`config.mk`:
```
export PLATFORM = sky130hd
export DESIGN_NAME = seq_det_ctrl
export DESIGN_NICKNAME = d
export VERILOG_FILES = /design/src/rtl/seq_det_ctrl.sv
export SDC_FILE = /design/constraint.sdc
export NUM_CORES = 1
export LEC_CHECK = 0
export BUFFER_PORTS_ARGS = -buffer_cell sky130_fd_sc_hd__buf_2
export CAP_MARGIN = 20
export CORE_MARGIN = 3
export CORE_UTILIZATION = 40
export CTS_CLUSTER_DIAMETER = 120
export DETAILED_ROUTE_END_ITERATION = 8
export HOLD_SLACK_MARGIN = 0.06
export PLACE_DENSITY_LB_ADDON = 0.12
export SLEW_MARGIN = 5
export SYNTH_ARGS = -nofsm -noshare
export SYNTH_HDL_FRONTEND = slang
export SYNTH_SLANG_ARGS = --single-unit
```
`constraint.sdc`:
```
create_clock -name clk -period 4.45 [get_ports clk]
set_clock_uncertainty 0.2 [all_clocks]
set_input_delay 0.89 -clock clk [delete_from_list [all_inputs] [get_ports clk]]
set_output_delay 0.89 -clock clk [all_outputs]
set_load 0.05 [all_outputs]
```
`src/rtl/seq_det_ctrl.sv`:
```
// seq_det_ctrl: run-time programmable serial pattern detector with a small
// control FSM (IDLE -> ARMED -> DONE). Software loads pattern, length, overlap
// mode and match target while IDLE, then arms the detector with start.
// Optional feature macro: SEQ_DET_TIMEOUT_EN adds an ARMED-state inactivity
// timeout of TIMEOUT cycles. When it is undefined, timeout is tied low.
//
// Serial input handshake: din is sampled only on cycles where din_valid is 1.
// There is no back-pressure (no ready). The detector consumes one bit per
// valid cycle while ARMED and ignores din in every other state.
module seq_det_ctrl #(
  parameter int MAX_LEN = 8,
  parameter int LEN_W   = 4,
  parameter int CNT_W   = 8,
  parameter int TIMEOUT = 1000
) (
  input  logic               clk,
  input  logic               rst,
  input  logic               cfg_we,
  input  logic [MAX_LEN-1:0] cfg_pattern,
  input  logic [LEN_W-1:0]   cfg_len,
  input  logic               cfg_overlap,
  input  logic [CNT_W-1:0]   cfg_target,
  input  logic               start,
  input  logic               abort,
  input  logic               din_valid,
  input  logic               din,
  output logic               busy,
  output logic               match,
  output logic [CNT_W-1:0]   match_cnt,
  output logic               done,
  output logic               cfg_err,
  output logic               timeout,
  output logic [1:0]         state_dbg
);

  typedef enum logic [1:0] {
    IDLE  = 2'd0,
    ARMED = 2'd1,
    DONE  = 2'd2
  } state_t;

  localparam logic [LEN_W:0] MAX_LEN_X = (LEN_W+1)'(MAX_LEN);

  state_t             state_q, state_d;
  logic [MAX_LEN-1:0] pat_q;
  logic [LEN_W-1:0]   len_q;
  logic               ovl_q;
  logic [CNT_W-1:0]   tgt_q;
  logic               cfg_valid_q;
  logic [MAX_LEN-1:0] hist_q;
  logic [LEN_W-1:0]   fill_q;
  logic [CNT_W-1:0]   cnt_q;
  logic               match_q;
  logic               cfg_err_q;
  logic               timeout_q;

  logic               in_idle, in_armed;
  logic               len_ok;
  logic               beat;
  logic [MAX_LEN-1:0] hist_new;
  logic [MAX_LEN-1:0] len_mask;
  logic [LEN_W:0]     fill_inc;
  logic               full;
  logic               hit;
  logic [CNT_W-1:0]   cnt_inc;
  logic               final_hit;
  logic               tmo_hit;

  assign in_idle  = (state_q == IDLE);
  assign in_armed = (state_q == ARMED);
  assign len_ok   = (cfg_len != '0) && ({1'b0, cfg_len} <= MAX_LEN_X);
  // abort wins over a same-cycle data bit: the bit is dropped entirely.
  assign beat     = in_armed && din_valid && !abort;
  assign hist_new = {hist_q[MAX_LEN-2:0], din};
  assign fill_inc = {1'b0, fill_q} + 1'b1;
  assign full     = (fill_inc >= {1'b0, len_q});
  assign hit      = beat && full && ((hist_new & len_mask) == (pat_q & len_mask));
  assign cnt_inc  = (cnt_q == '1) ? cnt_q : cnt_q + 1'b1;
  assign final_hit = hit && (tgt_q != '0) && (cnt_inc == tgt_q);

  // Mask selecting the low len_q bits of history and pattern.
  always_comb begin
    len_mask = '0;
    for (int i = 0; i < MAX_LEN; i++) begin
      len_mask[i] = (i < int'(len_q));
    end
  end

`ifdef SEQ_DET_TIMEOUT_EN
  logic [31:0] tmr_q;

  // Inactivity timer: abort and a hit both take priority over expiry.
  assign tmo_hit = in_armed && !abort && !hit && (tmr_q == 32'(TIMEOUT - 1));

  // Timer counts ARMED cycles since start or since the last hit.
  always_ff @(posedge clk) begin
    if (rst) begin
      tmr_q <= '0;
    end else if (in_idle && start && cfg_valid_q) begin
      tmr_q <= '0;
    end else if (in_armed) begin
      tmr_q <= hit ? '0 : tmr_q + 32'd1;
    end
  end
`else
  logic unused_timeout_param;
  assign unused_timeout_param = (TIMEOUT != 0);
  assign tmo_hit = 1'b0;
`endif

  // FSM state register.
  always_ff @(posedge clk) begin
    if (rst) state_q <= IDLE;
    else     state_q <= state_d;
  end

  // FSM next-state logic.
  always_comb begin
    state_d = state_q;
    case (state_q)
      IDLE: begin
        if (start && cfg_valid_q) state_d = ARMED;
      end
      ARMED: begin
        if (abort)          state_d = IDLE;
        else if (final_hit) state_d = DONE;
        else if (tmo_hit)   state_d = IDLE;
      end
      DONE:    state_d = IDLE;
      default: state_d = IDLE;
    endcase
  end

  // Configuration, detection history, match counter and event pulses.
  always_ff @(posedge clk) begin
    if (rst) begin
      pat_q       <= '0;
      len_q       <= '0;
      ovl_q       <= 1'b0;
      tgt_q       <= '0;
      cfg_valid_q <= 1'b0;
      hist_q      <= '0;
      fill_q      <= '0;
      cnt_q       <= '0;
      match_q     <= 1'b0;
      cfg_err_q   <= 1'b0;
      timeout_q   <= 1'b0;
    end else begin
      match_q   <= hit;
      timeout_q <= tmo_hit;
      cfg_err_q <= 1'b0;
      if (in_idle && cfg_we) begin
        if (len_ok) begin
          pat_q       <= cfg_pattern;
          len_q       <= cfg_len;
          ovl_q       <= cfg_overlap;
          tgt_q       <= cfg_target;
          cfg_valid_q <= 1'b1;
        end else begin
          cfg_err_q <= 1'b1;
        end
      end
      if (in_idle && start) begin
        if (cfg_valid_q) begin
          hist_q <= '0;
          fill_q <= '0;
          cnt_q  <= '0;
        end else begin
          cfg_err_q <= 1'b1;
        end
      end
      if (beat) begin
        hist_q <= hist_new;
        // Non-overlapping mode restarts the fill so the next match needs len fresh bits.
        if (hit && !ovl_q) fill_q <= '0;
        else if (full)     fill_q <= len_q;
        else               fill_q <= fill_inc[LEN_W-1:0];
      end
      if (hit) cnt_q <= cnt_inc;
    end
  end

  assign busy      = (state_q != IDLE);
  assign done      = (state_q == DONE);
  assign match     = match_q;
  assign match_cnt = cnt_q;
  assign cfg_err   = cfg_err_q;
  assign timeout   = timeout_q;
  assign state_dbg = state_q;

endmodule

```
# After elaboration in Yosys (flattened, before gate mapping)
# Cells that the tools add are included.
# word_totals
register_bits	45
in_bits	28
output_inout_bits	15
word_cells	75
# classes
n_addsub	2
n_lt_le_gt_ge	10
n_eq_ne	7
n_mux	18
bitwise_logic	2
n_reduce_logical	25
# ops
operator	count
8-bit 2-to-1 mux	4
4-bit 2-to-1 mux	5
8-bit bitwise AND	2
8-bit == test	2
3-bit by 4-bit < comparator with 1-bit output, first input constant	4
1-bit logical AND	11
2-bit nonzero test	5
8-bit by 1-bit adder with 8-bit output, second input constant	1
8-bit == test, second input constant	1
1-bit by 4-bit < comparator with 1-bit output, first input constant	2
2-bit by 4-bit < comparator with 1-bit output, first input constant	2
2-bit AND reduction	4
8-bit nonzero test	1
7-bit 2-to-1 mux	1
2-bit 2-to-1 mux	3
4-bit by 1-bit adder with 5-bit output, second input constant	1
5-bit by 4-bit >= comparator with 1-bit output	1
4-bit less-or-equal comparator, second input constant	1
1-bit 2-to-1 mux	4
2-bit case mux with 2 select lines	1
4-bit nonzero test	1
3-bit by 2-bit inequality test with 1-bit output, second input constant	1
2-bit by 1-bit == test with 1-bit output, second input constant	1
2-bit == test, second input constant	1
3 further kinds	4

# Longest topological paths before layout
# logic_depth
ltp_word	10
ltp_mapped	9
ltp_nobuf	8

# Least setup slack after synthesis
# OpenSTA, ideal clock, no wires.
# synth_timing
path_type	register to register
start	register cnt_q[0] (netlist: match_cnt[0])
end	register state_q[0] (netlist: state_dbg[0])
setup_time_ps	139
arrival_time_ps	2401
required_time_ps	4111
path_slack_ps	1710
path_stages_with_launch	9
n_path_buf	1
period_less_slack_ps	2740
cell_sequence	dfxtp_1 -> ha_1 -> buf_2 -> nand3_1 -> o211ai_1 -> o21ai_0 -> a2111o_1 -> nor4_2 -> a221oi_1
# synth_via
elab_chain_len	6
word_cells_on_any_way	7
cone_classes	1 x add/sub; 3 x eq/ne; 1 x mux; 2 x reduce/logical
# synth_lines
item	line_no	source
from (decl)	52	logic [CNT_W-1:0] cnt_q;
from (signal assigned)	179	if (hit) cnt_q <= cnt_inc;
8-bit by 1-bit adder with 8-bit output or 8-bit == test (tied branches)	78	assign cnt_inc = (cnt_q == '1) ? cnt_q : cnt_q + 1'b1;
8-bit 2-to-1 mux *	78	
8-bit == test *	79	assign final_hit = hit && (tgt_q != '0) && (cnt_inc == tgt_q);
1-bit logical AND *	79	
3-bit by 2-bit inequality test with 1-bit output (no source line) *	n/a	
2-bit AND reduction (no source line) *	n/a	
to (signal assigned)	114	else state_q <= state_d;
to (decl)	44	state_t state_q, state_d;
# Mark *: on every way between the ends. The rest lies on a longest branch, timed or not.
# A chain may end at the register's enable or synchronous reset.

# Worst setup path in the final report
# layout_timing
start	register fill_q[0]
end	register fill_q[0]
# layout_via
elab_chain_len	7
word_cells_on_any_way	8
cone_classes	1 x add/sub; 1 x order compare; 3 x mux; 3 x reduce/logical
# layout_lines
item	line_no	source
from (decl)	51	logic [LEN_W-1:0] fill_q;
from (signal assigned)	176	else if (full) fill_q <= len_q;
from (signal assigned)	177	else fill_q <= fill_inc[LEN_W-1:0];
4-bit by 1-bit adder with 5-bit output *	75	assign fill_inc = {1'b0, fill_q} + 1'b1;
5-bit by 4-bit >= comparator with 1-bit output	76	assign full = (fill_inc >= {1'b0, len_q});
1-bit logical AND (2 in series)	77	assign hit = beat && full && ((hist_new & len_mask) == (pat_q & len_mask));
1-bit logical AND	175	if (hit && !ovl_q) fill_q <= '0;
4-bit 2-to-1 mux *	175	
4-bit 2-to-1 mux *	172	if (beat) begin
# Marks and branches as above.

==> impl_results.md <==
- Status: finished clean
- Sequential Area: 901 um^2
- Final Hold Viols: 0
- Die ar.: 0.00679 mm^2
- P&R area growth vs syn: 13.3%
- Fmax achieved: 329 MHz
- Switching Fraction: 27.2%
- Ant diodes: 0
- Drc violations: 0
- Detailed placement HPWL: 4.18 mm
- Max-Slew Margin vs Limit: 53.4%
- Setup tns final: 0 ps
- Nets@finish: 368
- Setup CP Type: register to register
- Vias in the first global route: 2,008
- Post-synth EDFFs: 0
- Number of placed cells counting well taps: 399
- Critical path required time: 4420 ps
- Register area share after synthesis: 38.6%
- Seq pwr share: 56.1%
- Synth cell types: 45
- Asr flop ratio synth: 0%
- Pwr/cell area: 288 mW/mm^2
- Port buffer count: 41
- Commonest cells in the synthesized netlist: nand2_1, dfxtp_1, a21oi_1, nand3_1, nor2_1
- Worst Path Buf+Inv: 0
- Drt first pass iters: 4
- Fillcell total: 597
- CP Cell Sequence: ha_1, xor2_1, ha_1, o21ai_0, o21ai_1, o2111ai_1, o21ai_0, o21ai_0
- Worst Setup End Kind: register
- P_int: 0.555 mW
- Combined area of the multi-input logic cells: 0.00134 mm^2
- Hold_buf cts: 0
- Root Buffer: clkbuf_8
- Tmin final: 3040 ps
- Clock latency on the worst-skew pair: 300 ps
- Setup repair after global routing missed its margin: false
- Global-route wire length before repair: 9.63 mm
- Worst-Margin Slew: 700 ps
- Clock Power Share: 31.1%
- Die Ht: 82.4 um
- Synth area leader: dfxtp_1
- Syn Area/Cell: 7.76 um^2
- Cts bufs inserted: 5
- Final worst path period share: 68.3%
- # Post-CTS Setup Buffers: 0
- Htree depth: 2
- Slowest CP cell: o21ai_1
- Resize count post-CTS: 0
- Final Setup Violations: 0
- Vias/cell: 5.40
- Synth Net Count: 335
- Syn Std Cell Area: 0.00233 mm^2
- Grt ovf: 0
- Maximum fanout along the worst path: 9
- I/O Pins: 43
- Proportion of power drawn by combinational gates: 12.8%
- Slowest stage delay, CP: 500 ps
- Placer Congestion: 0.852
- Max cap viols: 0
- Placed Area: 0.00257 mm^2
- Core area: 0.00557 mm^2
- Most frequent cell on the critical path: o21ai_0
- Delay-heaviest family, CP: compound AO/OA/AOI/OAI gates
- Iteration-0 DRC count of the detailed router: 209
- FP Rows: 27
- CTS sink count: 45
- Psw: 0.207 mW
- GRT Overall Usage: 18.5%
- Total power: 0.762 mW
- Startpoint types: register
- GRT Max-Usage Layer: met2
- Post-DR wirelength/cell: 14.5 um
- Hold Crit Class: register to register
- Synth Flop Type: dfxtp_1
- TritonCTS clock tree: built
- Final wirelength: 5.86 mm
- Critical Path AT: 3010 ps
- Initial antenna violation count: 0
- GR met2 Demand/Resource: 28.1%
- Count leader, synth: nand2_1
- Area fraction of the dominant cell type after synthesis: 38.6%
- Synth area leaders: dfxtp_1, nand2_1, a21oi_1
- Non-Filler Instances: 405
- Met3 GRT Util: 3.80%
- Die Wd: 82.4 um
- Vias: 2,188
- VDD IR max: 168 uV
- Cell area after layout: 0.00265 mm^2
- LEAKAGE: 1.04 nW
- Yosys reg bits: 45
- Synth warn: 0
- M1 GR Usage: 25.8%
- Routed Antenna Nets: 0
- Largest net degree at the start of global routing: 39
- Mapped Cells: 301
- Slew Limit Fails: 0
- Clock buffer depth: 2
- Initial core utilization: 41.9%
- Clock-pin slew on the worst setup and hold paths: 80 ps
- Share of cells above drive strength 1: 16.2%
[state kept, by name, summed over array words and instances (netlist names)]
signal,flops
match_cnt,8
pat_q,8
tgt_q,8
hist_q,7
fill_q,4
len_q,4
state_dbg,2
cfg_err,1
cfg_valid_q,1
match,1
ovl_q,1
[metal layers]
layer	share of wire (%)	vias up
met3	5.7	4
met2	43	56
met4	0.65	0
li1	-	1118
met1	51	1010
met5	0	-
[worst reg2reg max path, cell delays in order (launching register included)]
cell and delay, ps:
dfxtp_1 360, ha_1 230, xor2_1 160, ha_1 280
o21ai_0 70, o21ai_1 500, o2111ai_1 470, o21ai_0 490
o21ai_0 150
[power by group through the flow]
stage                     clock network [mW]  logic [mW]  registers, mW
after global placement                     0      0.0963          0.437
after global routing                   0.260       0.112          0.430
after CTS                              0.247      0.0980          0.428
final                                  0.237      0.0973          0.428
after floorplan                            0      0.0641          0.438
after detailed placement                   0      0.0975          0.437
[cell families (layout without fill, tap and decap cells)]
group                      count (synthesis)  after routing  share of synthesized area [%]
buffers and inverters                     22             54                           3.97
other                                      1              1                          0.161
muxes                                      3              3                           1.29
xor gates and xnor gates                  19             19                           7.13
adders and majority gates                  6              6                           3.22
DFF                                       45             45                           38.6
and+or+nand+nor                          126            126                           25.7
AOI/OAI and AO/OA                         79             79                           19.9
[cell usage in the layout (no fill, tap or decap), types with 2 or more instances in the layout]
master / netlist / routed
buf_2: 4 / 41
o2111ai_1: 2 / 2
mux2i_1: 3 / 3
xnor2_1: 14 / 14
nand3_1: 19 / 19
nor2_1: 16 / 16
clkbuf_8: 0 / 5
a31oi_1: 5 / 5
o211ai_1: 4 / 4
a211oi_1: 4 / 4
ha_1: 6 / 6
inv_1: 5 / 5
nand2b_1: 4 / 4
o21ai_0: 14 / 14
a21oi_1: 41 / 41
nor2b_1: 3 / 3
nor3_1: 9 / 9
and3_1: 4 / 4
nand2_1: 59 / 59
dfxtp_1: 45 / 45
buf_4: 1 / 2
xor2_1: 5 / 5
[area by class of cell]
cell class | instances | share of cell area, %
repair buffers | 43 | 8.33
flip-flops and latches | 45 | 34.1
clock buffers | 5 | 2.60
inverters | 5 | 0.710
well taps | 72 | 3.41
clock inverters | 1 | 0.189
multi-input cells | 234 | 50.7
[path summary, 6_finish.rpt]
path                            end  slack, ps              startpoint  depth (start not counted)
max          fill_q[0]$_SDFFE_PP0P_       1410  fill_q[0]$_SDFFE_PP0P_                          8
min           pat_q[3]$_SDFFE_PP0P_        270   pat_q[3]$_SDFFE_PP0P_                          2
min reg2reg   pat_q[3]$_SDFFE_PP0P_        270   pat_q[3]$_SDFFE_PP0P_                          2
max reg2reg  fill_q[0]$_SDFFE_PP0P_       1410  fill_q[0]$_SDFFE_PP0P_                          8
[metrics by stage]
stage | setup slack [ps] | hold slack [ps] | util, %
floorplan | 1710 | 233 | -
global placement | 1470 | 261 | 46.1
detailed placement | 1370 | 264 | 46.1
CTS | 1430 | 275 | 47.5
global route | 1130 | 292 | 47.5
finish | 1410 | 271 | 47.5
Note: power is estimated with default switching activity, not from simulation.
